### src/rtl/idu_pkg.sv
// Shared definitions for the instruction-decode stage: RV32I/RV64I opcode,
// funct3 and funct7 constants, ALU / operand-select / memory-size encodings,
// the decoded control bundle and the stage FSM state type.
// No ports (package).
package idu_pkg;

    // Base opcodes
    localparam logic [6:0] OPC_LUI       = 7'b0110111;
    localparam logic [6:0] OPC_AUIPC     = 7'b0010111;
    localparam logic [6:0] OPC_JAL       = 7'b1101111;
    localparam logic [6:0] OPC_JALR      = 7'b1100111;
    localparam logic [6:0] OPC_BRANCH    = 7'b1100011;
    localparam logic [6:0] OPC_LOAD      = 7'b0000011;
    localparam logic [6:0] OPC_STORE     = 7'b0100011;
    localparam logic [6:0] OPC_OP_IMM    = 7'b0010011;
    localparam logic [6:0] OPC_OP_IMM_32 = 7'b0011011;
    localparam logic [6:0] OPC_OP        = 7'b0110011;
    localparam logic [6:0] OPC_OP_32     = 7'b0111011;
    localparam logic [6:0] OPC_MISC_MEM  = 7'b0001111;
    localparam logic [6:0] OPC_SYSTEM    = 7'b1110011;

    // funct3 values that need special legality handling
    localparam logic [2:0] F3_ADD = 3'd0;
    localparam logic [2:0] F3_SLL = 3'd1;
    localparam logic [2:0] F3_SR  = 3'd5;
    localparam logic [2:0] F3_LD  = 3'd3;
    localparam logic [2:0] F3_LWU = 3'd6;
    localparam logic [2:0] F3_SD  = 3'd3;

    localparam logic [6:0] F7_BASE = 7'b0000000;
    localparam logic [6:0] F7_ALT  = 7'b0100000;

    localparam logic [31:0] INST_ECALL  = 32'h0000_0073;
    localparam logic [31:0] INST_EBREAK = 32'h0010_0073;

    // ALU operations
    localparam logic [3:0] ALU_ADD  = 4'd0;
    localparam logic [3:0] ALU_SUB  = 4'd1;
    localparam logic [3:0] ALU_SLL  = 4'd2;
    localparam logic [3:0] ALU_SLT  = 4'd3;
    localparam logic [3:0] ALU_SLTU = 4'd4;
    localparam logic [3:0] ALU_XOR  = 4'd5;
    localparam logic [3:0] ALU_SRL  = 4'd6;
    localparam logic [3:0] ALU_SRA  = 4'd7;
    localparam logic [3:0] ALU_OR   = 4'd8;
    localparam logic [3:0] ALU_AND  = 4'd9;

    // Second-operand select
    localparam logic [1:0] SRC_REG     = 2'd0;
    localparam logic [1:0] SRC_IMM     = 2'd1;
    localparam logic [1:0] SRC_IMM_PC  = 2'd2;
    localparam logic [1:0] SRC_FOUR_PC = 2'd3;

    // Memory access size
    localparam logic [1:0] MEM_B = 2'd0;
    localparam logic [1:0] MEM_H = 2'd1;
    localparam logic [1:0] MEM_W = 2'd2;
    localparam logic [1:0] MEM_D = 2'd3;

    // Immediate is kept at 64 bits; narrower builds use the low XLEN bits,
    // which are identical to an XLEN-wide sign extension.
    typedef struct packed {
        logic [4:0]  rs1;
        logic [4:0]  rs2;
        logic [4:0]  rd;
        logic        rd_wen;
        logic [63:0] imm;
        logic [3:0]  alu_op;
        logic [1:0]  src_sel;
        logic        branch;
        logic [2:0]  br_cond;
        logic        jump;
        logic        jalr;
        logic        mem_ren;
        logic        mem_wen;
        logic [1:0]  mem_size;
        logic        mem_uns;
        logic        word;
        logic        illegal;
        logic        ebreak;
    } dec_t;

    typedef enum logic [0:0] {StRun, StHalt} state_e;

    // Register/immediate ALU op from funct3; alt selects SUB/SRA.
    function automatic logic [3:0] alu_from_funct3(input logic [2:0] f3, input logic alt);
        logic [3:0] op;
        case (f3)
            3'd0:    op = alt ? ALU_SUB : ALU_ADD;
            3'd1:    op = ALU_SLL;
            3'd2:    op = ALU_SLT;
            3'd3:    op = ALU_SLTU;
            3'd4:    op = ALU_XOR;
            3'd5:    op = alt ? ALU_SRA : ALU_SRL;
            3'd6:    op = ALU_OR;
            default: op = ALU_AND;
        endcase
        return op;
    endfunction

endpackage

### src/rtl/idu_decode.sv
// Combinational RV32I/RV64I decoder: instruction word -> control bundle.
// Ports:
//   inst  in   32-bit instruction word
//   dec   out  decoded bundle (dec_t); illegal encodings give an all-zero
//              bundle with only the illegal flag set
module idu_decode
    import idu_pkg::*;
#(
    parameter int unsigned XLEN = 64
) (
    input  logic [31:0] inst,
    output dec_t        dec
);

    localparam bit Rv64 = (XLEN == 64);

    logic [6:0]  opcode;
    logic [2:0]  funct3;
    logic [6:0]  funct7;
    logic [4:0]  rs1, rs2, rd;
    logic [63:0] imm_i, imm_s, imm_b, imm_u, imm_j;
    logic        shamt_hi_bad;
    logic        illegal;
    logic        word;
    dec_t        d;

    assign opcode = inst[6:0];
    assign funct3 = inst[14:12];
    assign funct7 = inst[31:25];
    assign rd     = inst[11:7];
    assign rs1    = inst[19:15];
    assign rs2    = inst[24:20];

    assign imm_i = {{52{inst[31]}}, inst[31:20]};
    assign imm_s = {{52{inst[31]}}, inst[31:25], inst[11:7]};
    assign imm_b = {{51{inst[31]}}, inst[31], inst[7], inst[30:25], inst[11:8], 1'b0};
    assign imm_u = {{32{inst[31]}}, inst[31:12], 12'b0};
    assign imm_j = {{43{inst[31]}}, inst[31], inst[19:12], inst[20], inst[30:21], 1'b0};

    // shamt[5] only exists on RV64
    assign shamt_hi_bad = !Rv64 && inst[25];

    always_comb begin
        d       = '0;
        illegal = 1'b0;
        word    = 1'b0;
        case (opcode)
            OPC_LUI: begin
                d.rd = rd; d.rd_wen = 1'b1; d.imm = imm_u; d.src_sel = SRC_IMM;
            end
            OPC_AUIPC: begin
                d.rd = rd; d.rd_wen = 1'b1; d.imm = imm_u; d.src_sel = SRC_IMM_PC;
            end
            OPC_JAL: begin
                d.rd = rd; d.rd_wen = 1'b1; d.imm = imm_j; d.jump = 1'b1;
                d.src_sel = SRC_FOUR_PC;
            end
            OPC_JALR: begin
                illegal = (funct3 != 3'd0);
                d.rs1 = rs1; d.rd = rd; d.rd_wen = 1'b1; d.imm = imm_i; d.jalr = 1'b1;
                d.src_sel = SRC_FOUR_PC;
            end
            OPC_BRANCH: begin
                illegal = (funct3 == 3'd2) || (funct3 == 3'd3);
                d.rs1 = rs1; d.rs2 = rs2; d.imm = imm_b; d.branch = 1'b1; d.br_cond = funct3;
            end
            OPC_LOAD: begin
                illegal = (funct3 == 3'd7) || (!Rv64 && (funct3 == F3_LD || funct3 == F3_LWU));
                d.rs1 = rs1; d.rd = rd; d.rd_wen = 1'b1; d.imm = imm_i; d.src_sel = SRC_IMM;
                d.mem_ren = 1'b1; d.mem_size = funct3[1:0]; d.mem_uns = funct3[2];
            end
            OPC_STORE: begin
                illegal = funct3[2] || (!Rv64 && funct3 == F3_SD);
                d.rs1 = rs1; d.rs2 = rs2; d.imm = imm_s; d.src_sel = SRC_IMM;
                d.mem_wen = 1'b1; d.mem_size = funct3[1:0];
            end
            OPC_OP_IMM, OPC_OP_IMM_32: begin
                word = (opcode == OPC_OP_IMM_32);
                d.rs1 = rs1; d.rd = rd; d.rd_wen = 1'b1; d.imm = imm_i; d.src_sel = SRC_IMM;
                d.word = word;
                d.alu_op = alu_from_funct3(funct3, inst[30] && (funct3 == F3_SR));
                if (word && !Rv64) illegal = 1'b1;
                if (word && !(funct3 inside {F3_ADD, F3_SLL, F3_SR})) illegal = 1'b1;
                if (funct3 == F3_SLL) begin
                    illegal |= word ? (funct7 != F7_BASE)
                                    : ((inst[31:26] != 6'h00) || shamt_hi_bad);
                end
                if (funct3 == F3_SR) begin
                    illegal |= word ? !(funct7 inside {F7_BASE, F7_ALT})
                                    : (!(inst[31:26] inside {6'h00, 6'h10}) || shamt_hi_bad);
                end
            end
            OPC_OP, OPC_OP_32: begin
                word = (opcode == OPC_OP_32);
                d.rs1 = rs1; d.rs2 = rs2; d.rd = rd; d.rd_wen = 1'b1; d.src_sel = SRC_REG;
                d.word = word;
                d.alu_op = alu_from_funct3(funct3, funct7 == F7_ALT);
                if (word && !Rv64) illegal = 1'b1;
                if (word && !(funct3 inside {F3_ADD, F3_SLL, F3_SR})) illegal = 1'b1;
                if (!((funct7 == F7_BASE) ||
                      (funct7 == F7_ALT && (funct3 == F3_ADD || funct3 == F3_SR)))) begin
                    illegal = 1'b1;
                end
            end
            OPC_MISC_MEM: begin
                // fence behaves as a no-op in this in-order pipeline
                illegal = (funct3 != 3'd0);
            end
            OPC_SYSTEM: begin
                illegal  = (inst != INST_ECALL) && (inst != INST_EBREAK);
                d.ebreak = (inst == INST_EBREAK);
            end
            default: illegal = 1'b1;
        endcase

        if (illegal) begin
            d         = '0;
            d.illegal = 1'b1;
        end
        if (d.rd == 5'd0) d.rd_wen = 1'b0;
        dec = d;
    end

endmodule

### src/rtl/idu_stage.sv
// Registered instruction-decode stage between IFU and EXU.
// Decodes on the input path, then holds bundles in an output register plus a
// one-entry skid register. flush drops both; an accepted ebreak moves the
// stage to HALT, which only rst leaves.
// Ports:
//   clk, rst                  clock, synchronous active-high reset
//   flush                     drop all buffered bundles, accept nothing
//   in_valid/in_ready         IFU handshake; in_inst, in_pc payload
//   out_valid/out_ready       EXU handshake; out_* decoded bundle
//   halted                    stage is in HALT
module idu_stage
    import idu_pkg::*;
#(
    parameter int unsigned XLEN     = 64,
    parameter int unsigned ALU_OP_W = 4
) (
    input  logic                clk,
    input  logic                rst,
    input  logic                flush,
    input  logic                in_valid,
    output logic                in_ready,
    input  logic [31:0]         in_inst,
    input  logic [XLEN-1:0]     in_pc,
    output logic                out_valid,
    input  logic                out_ready,
    output logic [XLEN-1:0]     out_pc,
    output logic [4:0]          out_rs1,
    output logic [4:0]          out_rs2,
    output logic [4:0]          out_rd,
    output logic                out_rd_wen,
    output logic [XLEN-1:0]     out_imm,
    output logic [ALU_OP_W-1:0] out_alu_op,
    output logic [1:0]          out_src_sel,
    output logic                out_branch,
    output logic [2:0]          out_br_cond,
    output logic                out_jump,
    output logic                out_jalr,
    output logic                out_mem_ren,
    output logic                out_mem_wen,
    output logic [1:0]          out_mem_size,
    output logic                out_mem_uns,
    output logic                out_word,
    output logic                out_illegal,
    output logic                out_ebreak,
    output logic                halted
);

    dec_t            dec;
    dec_t            out_q, out_d, skid_q, skid_d;
    logic [XLEN-1:0] out_pc_q, out_pc_d, skid_pc_q, skid_pc_d;
    logic            out_valid_q, out_valid_d, skid_valid_q, skid_valid_d;
    state_e          state_q, state_d;
    logic            accept;

    idu_decode #(.XLEN(XLEN)) u_decode (
        .inst (in_inst),
        .dec  (dec)
    );

    assign halted   = (state_q == StHalt);
    assign in_ready = !skid_valid_q && !halted && !flush;
    assign accept   = in_valid && in_ready;

    always_comb begin
        out_d        = out_q;
        out_pc_d     = out_pc_q;
        out_valid_d  = out_valid_q;
        skid_d       = skid_q;
        skid_pc_d    = skid_pc_q;
        skid_valid_d = skid_valid_q;
        state_d      = state_q;

        if (accept && dec.ebreak) state_d = StHalt;

        if (flush) begin
            out_valid_d  = 1'b0;
            skid_valid_d = 1'b0;
        end else if (!out_valid_q || out_ready) begin
            // Output register frees up: skid first to keep order. in_ready is
            // low whenever skid is valid, so both cannot load at once.
            if (skid_valid_q) begin
                out_d        = skid_q;
                out_pc_d     = skid_pc_q;
                out_valid_d  = 1'b1;
                skid_valid_d = 1'b0;
            end else if (accept) begin
                out_d       = dec;
                out_pc_d    = in_pc;
                out_valid_d = 1'b1;
            end else begin
                out_valid_d = 1'b0;
            end
        end else if (accept) begin
            skid_d       = dec;
            skid_pc_d    = in_pc;
            skid_valid_d = 1'b1;
        end
    end

    always_ff @(posedge clk) begin
        if (rst) begin
            out_q        <= '0;
            out_pc_q     <= '0;
            out_valid_q  <= 1'b0;
            skid_q       <= '0;
            skid_pc_q    <= '0;
            skid_valid_q <= 1'b0;
            state_q      <= StRun;
        end else begin
            out_q        <= out_d;
            out_pc_q     <= out_pc_d;
            out_valid_q  <= out_valid_d;
            skid_q       <= skid_d;
            skid_pc_q    <= skid_pc_d;
            skid_valid_q <= skid_valid_d;
            state_q      <= state_d;
        end
    end

    assign out_valid    = out_valid_q;
    assign out_pc       = out_pc_q;
    assign out_rs1      = out_q.rs1;
    assign out_rs2      = out_q.rs2;
    assign out_rd       = out_q.rd;
    assign out_rd_wen   = out_q.rd_wen;
    assign out_imm      = out_q.imm[XLEN-1:0];
    assign out_alu_op   = ALU_OP_W'(out_q.alu_op);
    assign out_src_sel  = out_q.src_sel;
    assign out_branch   = out_q.branch;
    assign out_br_cond  = out_q.br_cond;
    assign out_jump     = out_q.jump;
    assign out_jalr     = out_q.jalr;
    assign out_mem_ren  = out_q.mem_ren;
    assign out_mem_wen  = out_q.mem_wen;
    assign out_mem_size = out_q.mem_size;
    assign out_mem_uns  = out_q.mem_uns;
    assign out_word     = out_q.word;
    assign out_illegal  = out_q.illegal;
    assign out_ebreak   = out_q.ebreak;

endmodule

### config.mk
export PLATFORM = sky130hd
export DESIGN_NAME = idu_stage
export DESIGN_NICKNAME = d
export VERILOG_FILES = /design/src/rtl/idu_pkg.sv /design/src/rtl/idu_decode.sv /design/src/rtl/idu_stage.sv
export SDC_FILE = /design/constraint.sdc
export NUM_CORES = 1
export LEC_CHECK = 0
export CORE_MARGIN = 3
export CORE_UTILIZATION = 51
export DETAILED_ROUTE_END_ITERATION = 10
export PLACE_DENSITY = 0.81
export SETUP_SLACK_MARGIN = 0.2
export SLEW_MARGIN = 20
export SYNTH_ARGS = -nofsm -noshare
export SYNTH_HDL_FRONTEND = slang
export SYNTH_SLANG_ARGS = --single-unit
### constraint.sdc
create_clock -name clk -period 2.7 [get_ports clk]
set_clock_uncertainty 0.2 [all_clocks]
set_input_delay 0.405 -clock clk [delete_from_list [all_inputs] [get_ports clk]]
set_output_delay 0.405 -clock clk [all_outputs]
set_load 0.05 [all_outputs]
# After elaboration in Yosys (flattened, before gate mapping)

Cells that the tools add are included.

Logic and storage cells: 156
Flip-flop bits (word level): 331
Output and inout bits: 167
Input port bits: 101

Reduce and logical (&&, ||, !) cells: 47
Bitwise gates (word level): 4
Mux-type cells: 39
Equality and inequality tests: 25

Operators with widths:

| cell                                                    | number |
|---|---|
| one-hot mux 64 bit (5 select lines)                     | 1 |
| two-way mux 100 bit                                     | 3 |
| two-way mux 64 bit                                      | 2 |
| one-hot mux 4 bit (7 select lines)                      | 2 |
| == test 7 x 6 -> 1 bit, second input constant           | 5 |
| == test 32 x 21 -> 1 bit, second input constant         | 1 |
| inequality test 32 x 21 -> 1 bit, second input constant | 1 |
| inequality test 32 x 7 -> 1 bit, second input constant  | 1 |
| == test 7 bit, second input constant                    | 4 |
| two-way mux 1 bit                                       | 22 |
| == test 7 x 5 -> 1 bit, second input constant           | 3 |
| OR reduction 2 bit                                      | 7 |
| == test 3 bit, second input constant                    | 4 |
| two-way mux 5 bit                                       | 2 |
| logical AND 1 bit                                       | 9 |
| OR reduction 9 bit                                      | 1 |
| one-hot mux 1 bit (8 select lines)                      | 1 |
| one-hot mux 4 bit (2 select lines)                      | 1 |
| OR reduction 4 bit                                      | 2 |
| OR reduction 8 bit                                      | 1 |
| == test 7 x 2 -> 1 bit, second input constant           | 1 |
| == test 7 x 4 -> 1 bit, second input constant           | 1 |
| logical NOT 1 bit                                       | 7 |
| logical NOT 7 bit                                       | 1 |
| other kinds (21)                                        | 32 |

# Longest topological paths before layout

Depth in word-level cells: 17
Gate-level depth with buffers: 9
Mapped depth without buffers: 6

# Hierarchy

From an unflattened synthesis, not the netlist that was laid out.

Cells, all modules: 1898
Area, all modules: 17952.2 um2

By module, submodules not included:

| module     | instances | area each (um2) | cells each | seq. area each (um2) |
|---|---|---|---|---|
| idu_stage  | 1         | 16394.5         | 1620       | 6626.4 |
| idu_decode | 1         | 1557.7          | 278        | 0.0 |

# Worst setup path after synthesis

Ideal clock, no wire load.

Path type: reg-to-reg
Start point: register state_q, in the netlist halted
End point: register skid_q[13] (netlist bit)
Buffers on the path: 3
Setup time: 70 ps
Arrival: 3032 ps
Data required time: 2430 ps
Clock period less this slack: 3303 ps
Stages on the path, launching flop included: 8
Setup slack: -603 ps
Cells stage by stage: dfxtp_1 > nor3_1 > and3_1 > clkbuf_1 > clkbuf_1 > clkbuf_1 > nand4_1 > a21oi_1

Longest elaborated chain between the ends: 5

RTL lines:

| element                        | line             | text |
|---|---|---|
| from (decl)                    | idu_stage.sv:52  | `state_e state_q, state_d;` |
| from (signal assigned)         | idu_stage.sv:108 | `state_q <= StRun;` |
| from (signal assigned)         | idu_stage.sv:116 | `state_q <= state_d;` |
| logical NOT 1 bit              | idu_stage.sv:61  | `assign in_ready = !skid_valid_q && !halted && !flush;` |
| logical AND 1 bit (2 in a row) | idu_stage.sv:61  |  |
| via in_ready                   | idu_stage.sv:21  | `output logic in_ready,` |
| logical AND 1 bit              | idu_stage.sv:62  | `assign accept = in_valid && in_ready;` |
| AND reduction 3 bit (no line)  | -                |  |
| to (signal assigned)           | idu_stage.sv:113 | `skid_q <= skid_d;` |
| to (decl)                      | idu_stage.sv:49  | `dec_t out_q, out_d, skid_q, skid_d;` |

The timed path passes the listed nets, and every way through them passes these cells.
A chain may end at the register's enable or synchronous reset.

# Final worst setup path

Start point: input in_inst[15]
End point: register out_q (netlist bit out_alu_op[1])

Longest elaborated chain between the ends: 6
Elaborated cells between the ends (all ways): 7
Classes of those cells: 2 x eq/ne; 4 x mux; 1 x reduce/logical

RTL lines:

| element                                                                             | line              | text |
|---|---|---|
| from (decl)                                                                         | idu_stage.sv:22   | `input logic [31:0] in_inst,` |
| inequality test 32 x 7 -> 1 bit or inequality test 32 x 21 -> 1 bit (tied branches) | idu_decode.sv:110 | `illegal = (inst != INST_ECALL) && (inst != INST_EBREAK);` |
| logical AND 1 bit (*)                                                               | idu_decode.sv:110 |  |
| one-hot mux 1 bit (8 select lines) (*)                                              | idu_decode.sv:47  | `case (opcode)` |
| two-way mux 100 bit (*)                                                             | idu_decode.sv:116 | `if (illegal) begin` |
| two-way mux 100 bit (*)                                                             | idu_stage.sv:86   | `end else if (accept) begin` |
| two-way mux 100 bit (*)                                                             | idu_stage.sv:81   | `if (skid_valid_q) begin` |
| to (signal assigned)                                                                | idu_stage.sv:110  | `out_q <= out_d;` |
| to (decl)                                                                           | idu_stage.sv:49   |  |

Every way passes the cells marked *; elsewhere a longest branch is shown, timed or not. The select of a mux whose other input is x is not followed.

==> metrics.md <==
| Metric | Value |
|---|---|
| HP Start | in_inst[28] |
| Final WL | 39000 um |
| Element type at the critical path end | flop |
| CTS tree | yes |
| Mean routed wirelength per cell | 18.5 um |
| Most common cell in the synthesized netlist | dfxtp_1 |
| Number of synthesis warnings | 0 |
| CP Launch Point | in_inst[15] |
| Final setup fails | 0 |
| Slew Limit Fails | 0 |
| GRT busiest layer | met2 |
| Asr flop ratio synth | 0% |
| First-pass GRT wire length | 60800 um |
| Worst Tran Pin Value | 1010 ps |
| Buffers on Ports | 267 |
| Primary flip-flop cell chosen by synthesis mapping | dfxtp_1 |
| Io pins | 268 |
| R2R Path Start | skid_valid_q |
| Hpwl dp | 25600 um |
| RePlAce Congestion | 0.936 |
| Proportion of layout cells with a drive suffix above 1 | 14.2% |
| Fillers | 1796 |
| Clk slew on worst S/H paths | 60 ps |
| Starting density of the core | 52.6% |
| Clock Tree Root | clkbuf_16 |
| GRT Total Usage | 28.3% |
| Design Area, Final | 16700 sq um |
| Leakage | 5.91 nW |
| Vias in the first global route | 11700 |
| Yosys reg bits | 267 |
| Worst hold path class | in -> reg |
| Worst-path cell chain | clkdlybuf4s50_1 -> nor4_2 -> buf_4 -> and4_1 -> a31oi_1 -> nor3_4 -> buf_12 -> buf_4 -> nand4_1 -> a211oi_1 |
| Initial DRC Count | 1184 |
| # nets final | 1879 |
| Sequential-to-total area share from yosys stat | 44.2% |
| Area leader, netlist | dfxtp_1 |
| FMAX | 400 MHz |
| Drt first pass iters | 5 |
| Skew-Pair Late Insertion Delay | 540 ps |
| Adder-cell share of the synthesized area | 0% |
| Kind of critical path | in -> reg |
| Hold Slack | 105 ps |
| Routed via count | 12300 |
| Final hold vios | 0 |
| Tmin final | 2500 ps |
| Maximum VDD drop | 0.000513 V |
| Area growth syn-to-layout | 38.3% |
| Syn nets | 1612 |
| Post-layout util | 72.8% |
| Required @ worst endpoint | 2930 ps |
| Largest family of logic cells by synthesized area | simple AND/OR/NAND/NOR gates |
| Most used cell, CP | buf_4 |
| Top cells by count, synth | dfxtp_1, nand2_1, a21oi_1 |
| M1 GR Usage | 36.8% |
| PD cells | 570 nW/um^2 |
| Syn_area_per_cell | 8.00 sq um |
| Synth Area in Compound Gates | 20.0% |
| Post-synth EDFFs | 0 |
| Pin count of the biggest net entering global routing | 111 |
| Initial antenna violation count | 0 |
| Gr ovfl total | 0 |
| RSZ-0062 raised after global routing | true |
| WP data arrival | 2730 ps |
| Post-synth design cell area | 12100 sq um |
| CTS sink cnt | 267 |
| Synthesized instance count | 1511 |
| Startpoint types | input pin |
| Status | finished clean |
| Post-synthesis cell type count | 58 |
| Post-place instance area | 15500 sq um |
| Synth Area in Simple Gates | 23.5% |
| Synth top area cells | dfxtp_1, nand2_1, a21oi_1 |
| Post-route clock period utilization | 92.6% |
| Die area | 25600 sq um |
| ANT cells | 0 |
| Antenna Nets Post-Route | 0 |
| CTS Buf Count | 28 |
| Rows | 55 |
| Slowest CP cell | clkdlybuf4s50_1 |
| Core Footprint | 23000 sq um |
| # Max-Cap Violations | 0 |
| Layout Cells excl Fill | 2109 |
| Longest Clk Path Bufs | 3 |
| # DRC | 0 |
| Crit path largest cell delay | 450 ps |
| Die Ht | 160 um |
| Share of the synthesized area in the top cell type | 44.2% |
| Mux share of post-synthesis cell area | 5.57% |
| Met2 usage | 46.1% |
| Placed insts | 2051 |
| Met3 Use GR | 6.46% |
| Post-Synth XOR/XNOR Area | 0% |
| H-tree Lvls | 1 |
| Die width | 160 um |
| Relative slew slack | 32.7% |
| Critical path fanouts, max | 7 |
| Via density | 5.83 |
-- worst max-delay path, delay by kind of cell --
family	cells	cell delay, ps
AO/OA/AOI/OAI	2	430
buffers and inverters	4	960
AND/OR/NAND/NOR	4	930
-- routing by layer --
layer | wire length (um) | part of all wire, % | vias up
li1 | - | - | 5882
met1 | 15700 | 40 | 5736
met2 | 18400 | 47 | 558
met3 | 3430 | 8.8 | 111
met4 | 1520 | 3.9 | 0
met5 | 0 | 0 | -
-- report_power, final --
part / switching, mW / internal (mW) / leakage [nW]
logic: 1.02 / 0.611 / 3.30
registers: 0.0652 / 4.06 / 2.17
clock network: 1.57 / 2.22 / 0.441
total: 2.66 / 6.88 / 5.91
-- stage by stage --
stage	total power, mW	TNS [ps]	setup WS (ps)
after floorplan	5.11	0	202
after global placement	5.76	-57930	-534
after detailed placement	5.78	-63430	-582
after CTS	9.53	0	200
after global routing	9.84	0	100
final	9.54	0	201
-- flip-flops by register name (all words and copies together) (netlist names), 3 cells and up --
| register | count |
|---|---|
| out_br_cond | 3 |
| out_rd | 5 |
| skid_pc_q | 64 |
| skid_q | 68 |
| out_pc | 64 |
| out_rs2 | 5 |
| out_rs1 | 5 |
| out_alu_op | 4 |
| out_imm | 32 |
-- logic make-up (layout without fill, tap and decap cells) --
group                  Yosys count  count (layout)
muxes                           67              67
and+or+nand+nor                604             604
DFF                            267             267
buffers and inverters          183             468
AOI/OAI and AO/OA              390             390
-- path summary, 6_finish.rpt --
path | to | slack, ps | depth (start not counted)
setup / recovery | out_alu_op[1] | 200 | 10
hold / removal | out_imm[8] | 110 | 4
setup reg to reg | out_rs2[3] | 480 | 5
hold reg to reg | skid_q[6] | 250 | 2
-- repair_timing --
action	4_1_cts	5_1_grt
setup endpoints to repair	129	119
hold buffers	1	0
setup buffers	0	4
hold endpoints to repair	6	0
resized for setup	10	30
cloned	0	5
pin swaps	1	14
-- cell type report --
cell class / instances / area [sq um] / area share (%)
clock inverters: 4 / 57.6 / 0.344
multi-input cells: 1061 / 6110 / 36.5
well taps: 313 / 392 / 2.34
clock buffers: 44 / 841 / 5.03
flip-flops and latches: 267 / 5350 / 32.0
repair buffers: 412 / 3950 / 23.6
inverters: 8 / 30.0 / 0.180
-- placed cells by master, fill, tap and decap left out, types with 8 or more instances in the layout --
master and n:
buf_4 156, mux2i_1 65, clkdlybuf4s50_1 223, nand3b_1 8, o31ai_1 9, a21oi_1 178, nand2_1 256, clkbuf_8 9
dfxtp_1 266, nor3_1 9, o22ai_1 9, and3_1 29, nand4_1 39, nand3_1 56, nor2_1 124, buf_12 11
o21ai_0 33, clkbuf_1 8, nand4b_1 25, clkbuf_16 32, a21o_1 18, a211oi_1 94, dlymetal6s2s_1 8
No activity file was read; power rests on OpenSTA's default activity.
